--- config.mk ---
export PLATFORM = sky130hd
export DESIGN_NAME = shifter_seq
export DESIGN_NICKNAME = d
export VERILOG_FILES = /design/src/rtl/shifter_seq.sv
export SDC_FILE = /design/constraint.sdc
export NUM_CORES = 1
export LEC_CHECK = 0
export ABC_AREA = 0
export BUFFER_PORTS_ARGS = -buffer_cell sky130_fd_sc_hd__buf_2
export CORE_ASPECT_RATIO = 1.25
export CORE_MARGIN = 2
export CORE_UTILIZATION = 50
export DETAILED_ROUTE_END_ITERATION = 16
export GPL_TIMING_DRIVEN = 0
export HOLD_SLACK_MARGIN = 0.06
export PLACE_DENSITY_LB_ADDON = 0.2
export SLEW_MARGIN = 0
export SYNTH_ARGS = -nofsm -noshare
export SYNTH_HDL_FRONTEND = slang
export SYNTH_SLANG_ARGS = --single-unit
--- constraint.sdc ---
create_clock -name clk -period 3.2 [get_ports clk]
set_input_delay 0.8 -clock clk [delete_from_list [all_inputs] [get_ports clk]]
set_output_delay 0.8 -clock clk [all_outputs]
set_load 0.01 [all_outputs]
--- src/rtl/shifter_seq.sv ---
// shifter_seq: multi-cycle rotate/shift unit, one logarithmic stage (shift by 2^s) per clock.
// Latency: result valid SHW+1 cycles after the accepting handshake (1 cycle for amt=0 when
//          SHIFTER_SEQ_ZERO_BYPASS_EN is defined); one transaction in flight at a time.
// Backpressure: in_ready only in IDLE; out_data/out_valid held in DONE until out_ready.
module shifter_seq #(
    parameter int WIDTH = 16
) (
    input  logic                       clk,
    input  logic                       rst,
    input  logic                       in_valid,
    output logic                       in_ready,
    input  logic [WIDTH-1:0]           in_data,
    input  logic [1:0]                 op,
    input  logic [$clog2(WIDTH)-1:0]   amt,
    output logic                       out_valid,
    input  logic                       out_ready,
    output logic [WIDTH-1:0]           out_data,
    output logic                       busy
);

    localparam int SHW = $clog2(WIDTH);
    localparam logic [SHW:0]   WIDTH_L = (SHW+1)'(WIDTH);
    localparam logic [SHW-1:0] LAST_S  = SHW'(SHW - 1);

    localparam logic [1:0] ST_IDLE  = 2'd0;
    localparam logic [1:0] ST_SHIFT = 2'd1;
    localparam logic [1:0] ST_DONE  = 2'd2;

    localparam logic [1:0] OP_ROL = 2'b00;
    localparam logic [1:0] OP_SLL = 2'b01;
    localparam logic [1:0] OP_SRA = 2'b10;

    logic [1:0]       state_q, state_d;
    logic [WIDTH-1:0] work_q, work_d;
    logic [1:0]       op_q, op_d;
    logic [SHW-1:0]   amt_q, amt_d;
    logic [SHW-1:0]   s_q, s_d;
    logic [WIDTH-1:0] out_data_q, out_data_d;

    logic             accept;
    logic [WIDTH-1:0] stage_res;

    // One stage of the selected operation by k = 2^s; amounts never exceed WIDTH/2 here.
    function automatic logic [WIDTH-1:0] apply_stage(input logic [WIDTH-1:0] w,
                                                      input logic [1:0]       o,
                                                      input logic [SHW-1:0]   s);
        logic [SHW:0]             k;
        logic signed [WIDTH-1:0]  ws;
        logic [WIDTH-1:0]         r;
        k  = (SHW+1)'(1) << s;
        ws = w;
        r  = '0;
        case (o)
            OP_ROL:  r = (w << k) | (w >> (WIDTH_L - k));
            OP_SLL:  r = w << k;
            OP_SRA:  r = ws >>> k;
            default: r = w >> k;
        endcase
        return r;
    endfunction

    // in_ready is forced low while reset is asserted so no request is lost to the reset.
    assign in_ready  = (state_q == ST_IDLE) && !rst;
    assign accept    = in_valid && in_ready;
    assign out_valid = (state_q == ST_DONE);
    assign busy      = (state_q != ST_IDLE);
    assign out_data  = out_data_q;

    // Current stage result: only stages whose amount bit is set modify the work register.
    always_comb begin
        stage_res = work_q;
        if (amt_q[s_q]) begin
            stage_res = apply_stage(work_q, op_q, s_q);
        end
    end

    // Next-state logic for the IDLE -> SHIFT -> DONE sequence.
    always_comb begin
        state_d    = state_q;
        work_d     = work_q;
        op_d       = op_q;
        amt_d      = amt_q;
        s_d        = s_q;
        out_data_d = out_data_q;
        case (state_q)
            ST_IDLE: begin
                if (accept) begin
                    work_d  = in_data;
                    op_d    = op;
                    amt_d   = amt;
                    s_d     = '0;
                    state_d = ST_SHIFT;
`ifdef SHIFTER_SEQ_ZERO_BYPASS_EN
                    // Zero amount is an identity for every op, so skip the stage walk.
                    if (amt == '0) begin
                        out_data_d = in_data;
                        state_d    = ST_DONE;
                    end
`endif
                end
            end
            ST_SHIFT: begin
                work_d = stage_res;
                s_d    = s_q + 1'b1;
                if (s_q == LAST_S) begin
                    out_data_d = stage_res;
                    state_d    = ST_DONE;
                end
            end
            ST_DONE: begin
                if (out_ready) begin
                    state_d = ST_IDLE;
                end
            end
            default: state_d = ST_IDLE;
        endcase
    end

    // State registers; reset discards any transaction in flight.
    always_ff @(posedge clk) begin
        if (rst) begin
            state_q    <= ST_IDLE;
            work_q     <= '0;
            op_q       <= '0;
            amt_q      <= '0;
            s_q        <= '0;
            out_data_q <= '0;
        end else begin
            state_q    <= state_d;
            work_q     <= work_d;
            op_q       <= op_d;
            amt_q      <= amt_d;
            s_q        <= s_d;
            out_data_q <= out_data_d;
        end
    end

endmodule
---- Yosys cells after proc, flatten, opt, wreduce, memory -nomap -nowiden ----
Cells that the tools add are included.
W data, S select, Z words.
storage, ports and cells
  bits in registers ....................... 44
  bits of input ports ..................... 26
  output and inout bits ................... 19
  logic and storage cells ................. 46
operators by class
  add/subtract/negate cells ............... 2
  order comparisons ....................... 1
  equality and inequality tests ........... 8
  shift operators ......................... 5
  multiplexer cells ....................... 12
  bitwise gates (word level) .............. 1
  reductions and logical operators ........ 11
operators by type and width
  operator               number
  $pmux W16 S3           1
  $mux W16               2
  $pmux W16 S2           1
  $shr A16 B5 Y16        2
  $or A16 B16 Y16        1
  $shl A16 B5 Y16        1
  $sshr A16 B5 Y16       1
  $pmux W4 S2            1
  $mux W2                3
  $pmux W2 S3            1
  $reduce_and A2 Y1      3
  $shl A1 B4 Y5 const A  1
  $sub A5 B5 Y5 const A  1
  $add A4 B1 Y4 const B  1
  $eq A2 B1 Y1 const B   2
  $eq A2 B2 Y1 const B   2
  $eq A4 B2 Y1 const B   1
  $logic_not A2 Y1       2
  $lt A4 B3 Y1 const B   1
  $mux W4                1
  $ne A2 B2 Y1 const B   2
  $reduce_bool A2 Y1     2
  $reduce_and A3 Y1      1
  $bmux W1 S2            1
  other kinds (4)        5

---- Logic depth before layout (Yosys ltp) ----
  word-level depth ........................ 7
  mapped depth ............................ 13

---- Worst setup path after synthesis ----
Ideal clock, no wire load.
  path type ............................... flip-flop to flip-flop
  start ................................... register s_q[0]
  end ..................................... register out_data_q[5] (netlist: out_data[5])
  data arrival time ....................... 2.531 ns
  path slack .............................. 0.553 ns
  stages on the path, launching flop included .. 12
  period minus slack after synthesis ...... 2.647 ns
  cells stage by stage .................... dfxtp_1 inv_1 ha_1 buf_2 buf_2 o21a_1 or2_2 and2_1 a221oi_1 o311ai_1 o32a_1 a22o_1
between the ends
  longest elaborated chain between the ends .. 6
  elaborated cells on any way between the ends .. 13
  classes of those cells .................. 1 x add/sub; 1 x eq/ne; 5 x shift; 4 x mux; 1 x bitwise; 1 x reduce/logical
ends and longest elaborated chain
  what                      line  source
  start: declaration        37    logic [SHW-1:0] s_q, s_d;
  start signal: assignment  126   s_q <= '0;
  start signal: assignment  133   s_q <= s_d;
  $shl A1 B4 Y5             50    k = (SHW+1)'(1) << s;
  $sub A5 B5 Y5             54    OP_ROL: r = (w << k) | (w >> (WIDTH_L - k));
  $shr A16 B5 Y16           54
  $or A16 B16 Y16           54
  $pmux W16 S3              53    case (o)
  $mux W16                  72    if (amt_q[s_q]) begin
  end signal: assignment    134   out_data_q <= out_data_d;
  end: declaration          38    logic [WIDTH-1:0] out_data_q, out_data_d;
Parallel ways exist; a longest one is shown, timed or not. The select of a mux whose other input is x is not followed.
A chain may end at the register's enable or synchronous reset.

---- Final worst setup path ----
  start ................................... register s_q[2]
  end ..................................... register work_q[2]
between the ends
  longest elaborated chain between the ends .. 7
  elaborated cells on any way between the ends .. 10
  classes of those cells .................. 1 x add/sub; 5 x shift; 3 x mux; 1 x bitwise
ends and longest elaborated chain
  what                    line  source
  $shl A1 B4 Y5 *         50
  $sub A5 B5 Y5           54
  $shr A16 B5 Y16         54
  $or A16 B16 Y16         54
  $pmux W16 S3 *          53
  $mux W16 *              72
  $pmux W16 S2 *          85    case (state_q)
  end signal: assignment  130   work_q <= work_d;
  end: declaration        34    logic [WIDTH-1:0] work_q, work_d;
Mark *: on every way between the ends. The rest lies on a longest branch, timed or not.

==> impl_summary.md <==
Clock network
After clock tree synthesis, the clock-pin slew on the worst setup and hold paths is 0.08 ns. For this design, the CTS-stage hold fixing added 0 buffers. The clock drives 44 sinks. The H-tree was split into 2 levels. The CTS tree is built. The clock latency reported for the late side of the worst-skew pair is about 0.31 ns. The CTS buffer count is 5.

The root cell of the clock tree is clkbuf_8. The longest clock path from root to sink contains 2 buffers.

Timing
The peak clock frequency supported by timing is 0.303 GHz. For the pin with the worst max-slew slack, the measured transition is 1.35 ns. The worst clock skew is 0.0130 ns. The worst hold margin is 0.457 ns.

The worst pin sits at a relative slew slack of 9.23%. The total count of max-transition violations in the final report was 0. Setup repair after global routing could not meet its margin everywhere. The final number of setup-violating endpoints is 3. In the post-route analysis, the smallest setup slack over all paths is -0.106 ns. The worst path uses 103% of the clock period. The number of failing hold endpoints at the final stage is 0. The clock period minus worst slack is 3.31 ns.

Yosys
Counting flops with a built-in enable in the synthesized netlist gives 0. The mapped netlist covers 4440 µm². Averaged over all synthesized cells, the footprint is 6.89 µm². After synthesis the netlist holds a flip-flop and latch count of 44. Among all flip-flop cells after synthesis, the most frequent one is dfxtp_1. The unique cell type count in the Yosys netlist is 76. The synthesized design devotes to its leading area cell type 19.9% of total area. By area the synthesized netlist is led by dfxtp_1 (20%), a21oi_1 (7.0%), nand2_1 (6.0%). The total nets after synthesis is 675. The synthesized instance count is 644. The async set-reset flop share out of synthesis is 0%. The library cell with the largest summed area after synthesis is dfxtp_1. After synthesis, flip-flops and latches occupy 19.9% of the total area. Yosys printed 0 warnings.

Placement
The HPWL after detailed placement is about 17,000 µm. The count of buffers from port buffering is 43. At the end of routability-driven placement, the weighted congestion stood at 1.21.

OpenSTA, run right after detailed placement, puts the worst setup slack at -0.417 ns.

Status
The run finished, with violations left. The final reports fail on setup timing.

Setup path
The category of the worst setup path capture point is a flip-flop. The worst register-to-register path begins at s_q[2]. In this run the worst path has a maximum fanout of 10. The cell family contributing the most delay on the critical path is simple AND/OR/NAND/NOR gates. The worst reg2reg path depth is 9.

The critical path in this run is classified as flip-flop to flip-flop. Together, buffers and inverters on the worst path number 2. The worst reg-to-reg setup slack is -0.11 ns. The worst register-to-register path ends at work_q[2]. For the worst setup path, the data arrival time is 3.51 ns.

The critical path goes through buf_6 -> or2_1 -> clkbuf_1 -> nor3_1 -> nand2_1 -> a21oi_1 -> a2111oi_0 -> and3_2 -> a221oi_1. The slowest cell on the critical path is nor3_1. The required arrival time at the worst endpoint is 3.40 ns.

The critical path's largest stage delay is 1.07 ns. The type of origin of the critical path is a flip-flop.

Route
The average wire per cell in the routed design is 27.4 µm. The detailed-route via count is 6,192. For this block, the initial DRC count from the detailed router was 1,344. The detail-routed via count per cell is ~7.6. In this run the remaining antenna-violating nets after routing total 0. The total routed wirelength is 22,400 µm. The number of remaining DRC errors is 0.

The first TritonRoute pass finished after 12 iterations.

Layout
Summing all multi-input logic gate instances after layout gives around 3400 µm². Relative to the synthesized area, the layout overhead comes to 14.4%. In the final layout, flip-flops and latches occupy 883 µm².

The number of nets at the end of the flow is 728. 0 antenna diodes ended up in the layout. In the final layout, the share of cells above drive strength 1 is 17.8%. The final-layout fill cell count is 832.

Power and ir drop
In this run the power density over the cells is 337 nW/µm². The worst voltage drop across the vdd grid is 0.455 mV. The overall power of the completed layout is 0.00171 W.

In this run the static leakage power is 1.79 nW.

Global routing
The first global-routing pass estimated 33,600 µm of wire. The pin count of the biggest net entering global routing is 13. In the global route stage, overall resource usage came out at 47.2%. For this run the aggregate overflow at the end of global routing stands at 0. The number of antenna violations at the first check in global routing is 0.

The number of global-route vias before repair is 5,717.

Floorplan
The die outline width is 88.2 µm. The die footprint is just under 10,000 µm². The total core area is 8650 µm².

The count of pins on the block boundary is 45. The initial core utilization is 51.3%. The die height is 109 µm. After floorplanning, the core was divided into 38 placement rows.

Flow run
The number of max-cap violations is 0.

Min path
For hold timing, the worst endpoint is amt_q[3]. The path class of the tightest hold or removal check is flip-flop to flip-flop. The origin of the worst min-delay path is amt_q[3]. The worst hold path was traced through 2 stages.
cell usage in the layout, fill, tap and decap left out, drive strengths merged, types with 8 or more instances in the layout:
| cell | netlist | routed |
|---|---|---|
| a2111oi | 9 | 9 |
| a211oi | 16 | 16 |
| a21oi | 62 | 62 |
| a221oi | 9 | 9 |
| a22oi | 13 | 13 |
| a31oi | 8 | 8 |
| buf | 23 | 68 |
| clkbuf | 37 | 44 |
| dfxtp | 44 | 44 |
| mux2i | 8 | 8 |
| nand2 | 71 | 71 |
| nand2b | 12 | 12 |
| nand3 | 21 | 21 |
| nand4 | 8 | 8 |
| nor2 | 64 | 64 |
| nor2b | 15 | 15 |
| nor3 | 31 | 31 |
| nor4 | 8 | 8 |
| o211ai | 9 | 9 |
| o21ai | 50 | 50 |
| o22ai | 12 | 12 |
timing repair:
item	in CTS	in global routing
endpoints found under the setup margin	15	32
gates cloned	0	0
gates resized for setup	9	32
buffers inserted	0	2
pin swaps	0	1
worst register-to-register path, cell delays in order, from the launching register on:
cell and delay, ns:
dfxtp_1 0.31, buf_6 0.13, or2_1 0.23, clkbuf_1 0.22, nor3_1 1.07, nand2_1 0.18, a21oi_1 0.28, a2111oi_0 0.09
and3_2 0.32, a221oi_1 0.35
state kept, by name, indices dropped and copies added, names as in the netlist:
signal    count
out_data     16
work_q       16
op_q          2
amt_q         4
s_q           4
state_q       2
worst max-delay path by stage:
stage / startpoint / end / slack (ns) / cells after the start
floorplan: s_q[0] / out_data[5] / 0.55 / 11
global placement: s_q[0] / work_q[9] / -0.52 / 10
detailed placement: s_q[0] / work_q[1] / -0.42 / 12
CTS: s_q[0] / work_q[9] / 0.005 / 11
global route: s_q[0] / work_q[12] / -0.06 / 12
finish: s_q[2] / work_q[2] / -0.11 / 9
cells in the mapped netlist (9+ instances only):
cell,instances
nand2_1,71
a21oi_1,62
nor2_1,61
dfxtp_1,44
clkbuf_1,37
o21ai_0,34
nor3_1,30
nand3_1,21
nor2b_1,15
buf_2,14
o21ai_1,14
a22oi_1,13
a211oi_1,12
nand2b_1,12
o22ai_1,11
a221oi_1,9
o211ai_1,9
kinds of logic (layout without fill, tap and decap cells):
group	after synthesis	count (layout)	share of synthesized area, %
buf+inv	69	122	7.17
mux	16	16	4.85
flops	44	44	19.9
compound gates	241	241	36.5
fa+ha+maj	5	5	1.41
simple gates	269	269	30.2
stage by stage:
stage / cell area (µm²) / TNS, ns / std cells / utilization (%)
floorplan: 4440 / 0 / 644 / -
global placement: 4800 / -4.48 / 807 / 55.5
detailed placement: 4810 / -2.16 / 808 / 55.5
CTS: 4920 / 0 / 815 / 56.8
global route: 5070 / -0.156 / 817 / 58.6
finish: 5070 / -0.214 / 817 / 58.6
layer usage:
| metal | track usage, % | share of wire [%] |
|---|---|---|
| met1 | 55.0 | 33 |
| met4 | 32.8 | 10 |
| met3 | 17.5 | 15 |
| met5 | 0 | 0 |
| met2 | 71.2 | 42 |
final cells by class:
cell class                 count  area share (%)
clock inverter                 1          0.0986
multi-input combinational    531            67.0
sequential                    44            17.4
inverter                       9           0.690
clock buffer                   6            1.43
tap                          120            2.96
buffer                        60            5.82
timing repair buffer          46            4.64
power breakdown:
group	internal, W	switching (W)	total (W)
clock network	0.000149	0.000186	0.000335
logic	0.000245	0.000534	0.000779
registers	0.000569	0.0000255	0.000594
total	0.000963	0.000746	0.00171
(Power assumes the default switching activity.)
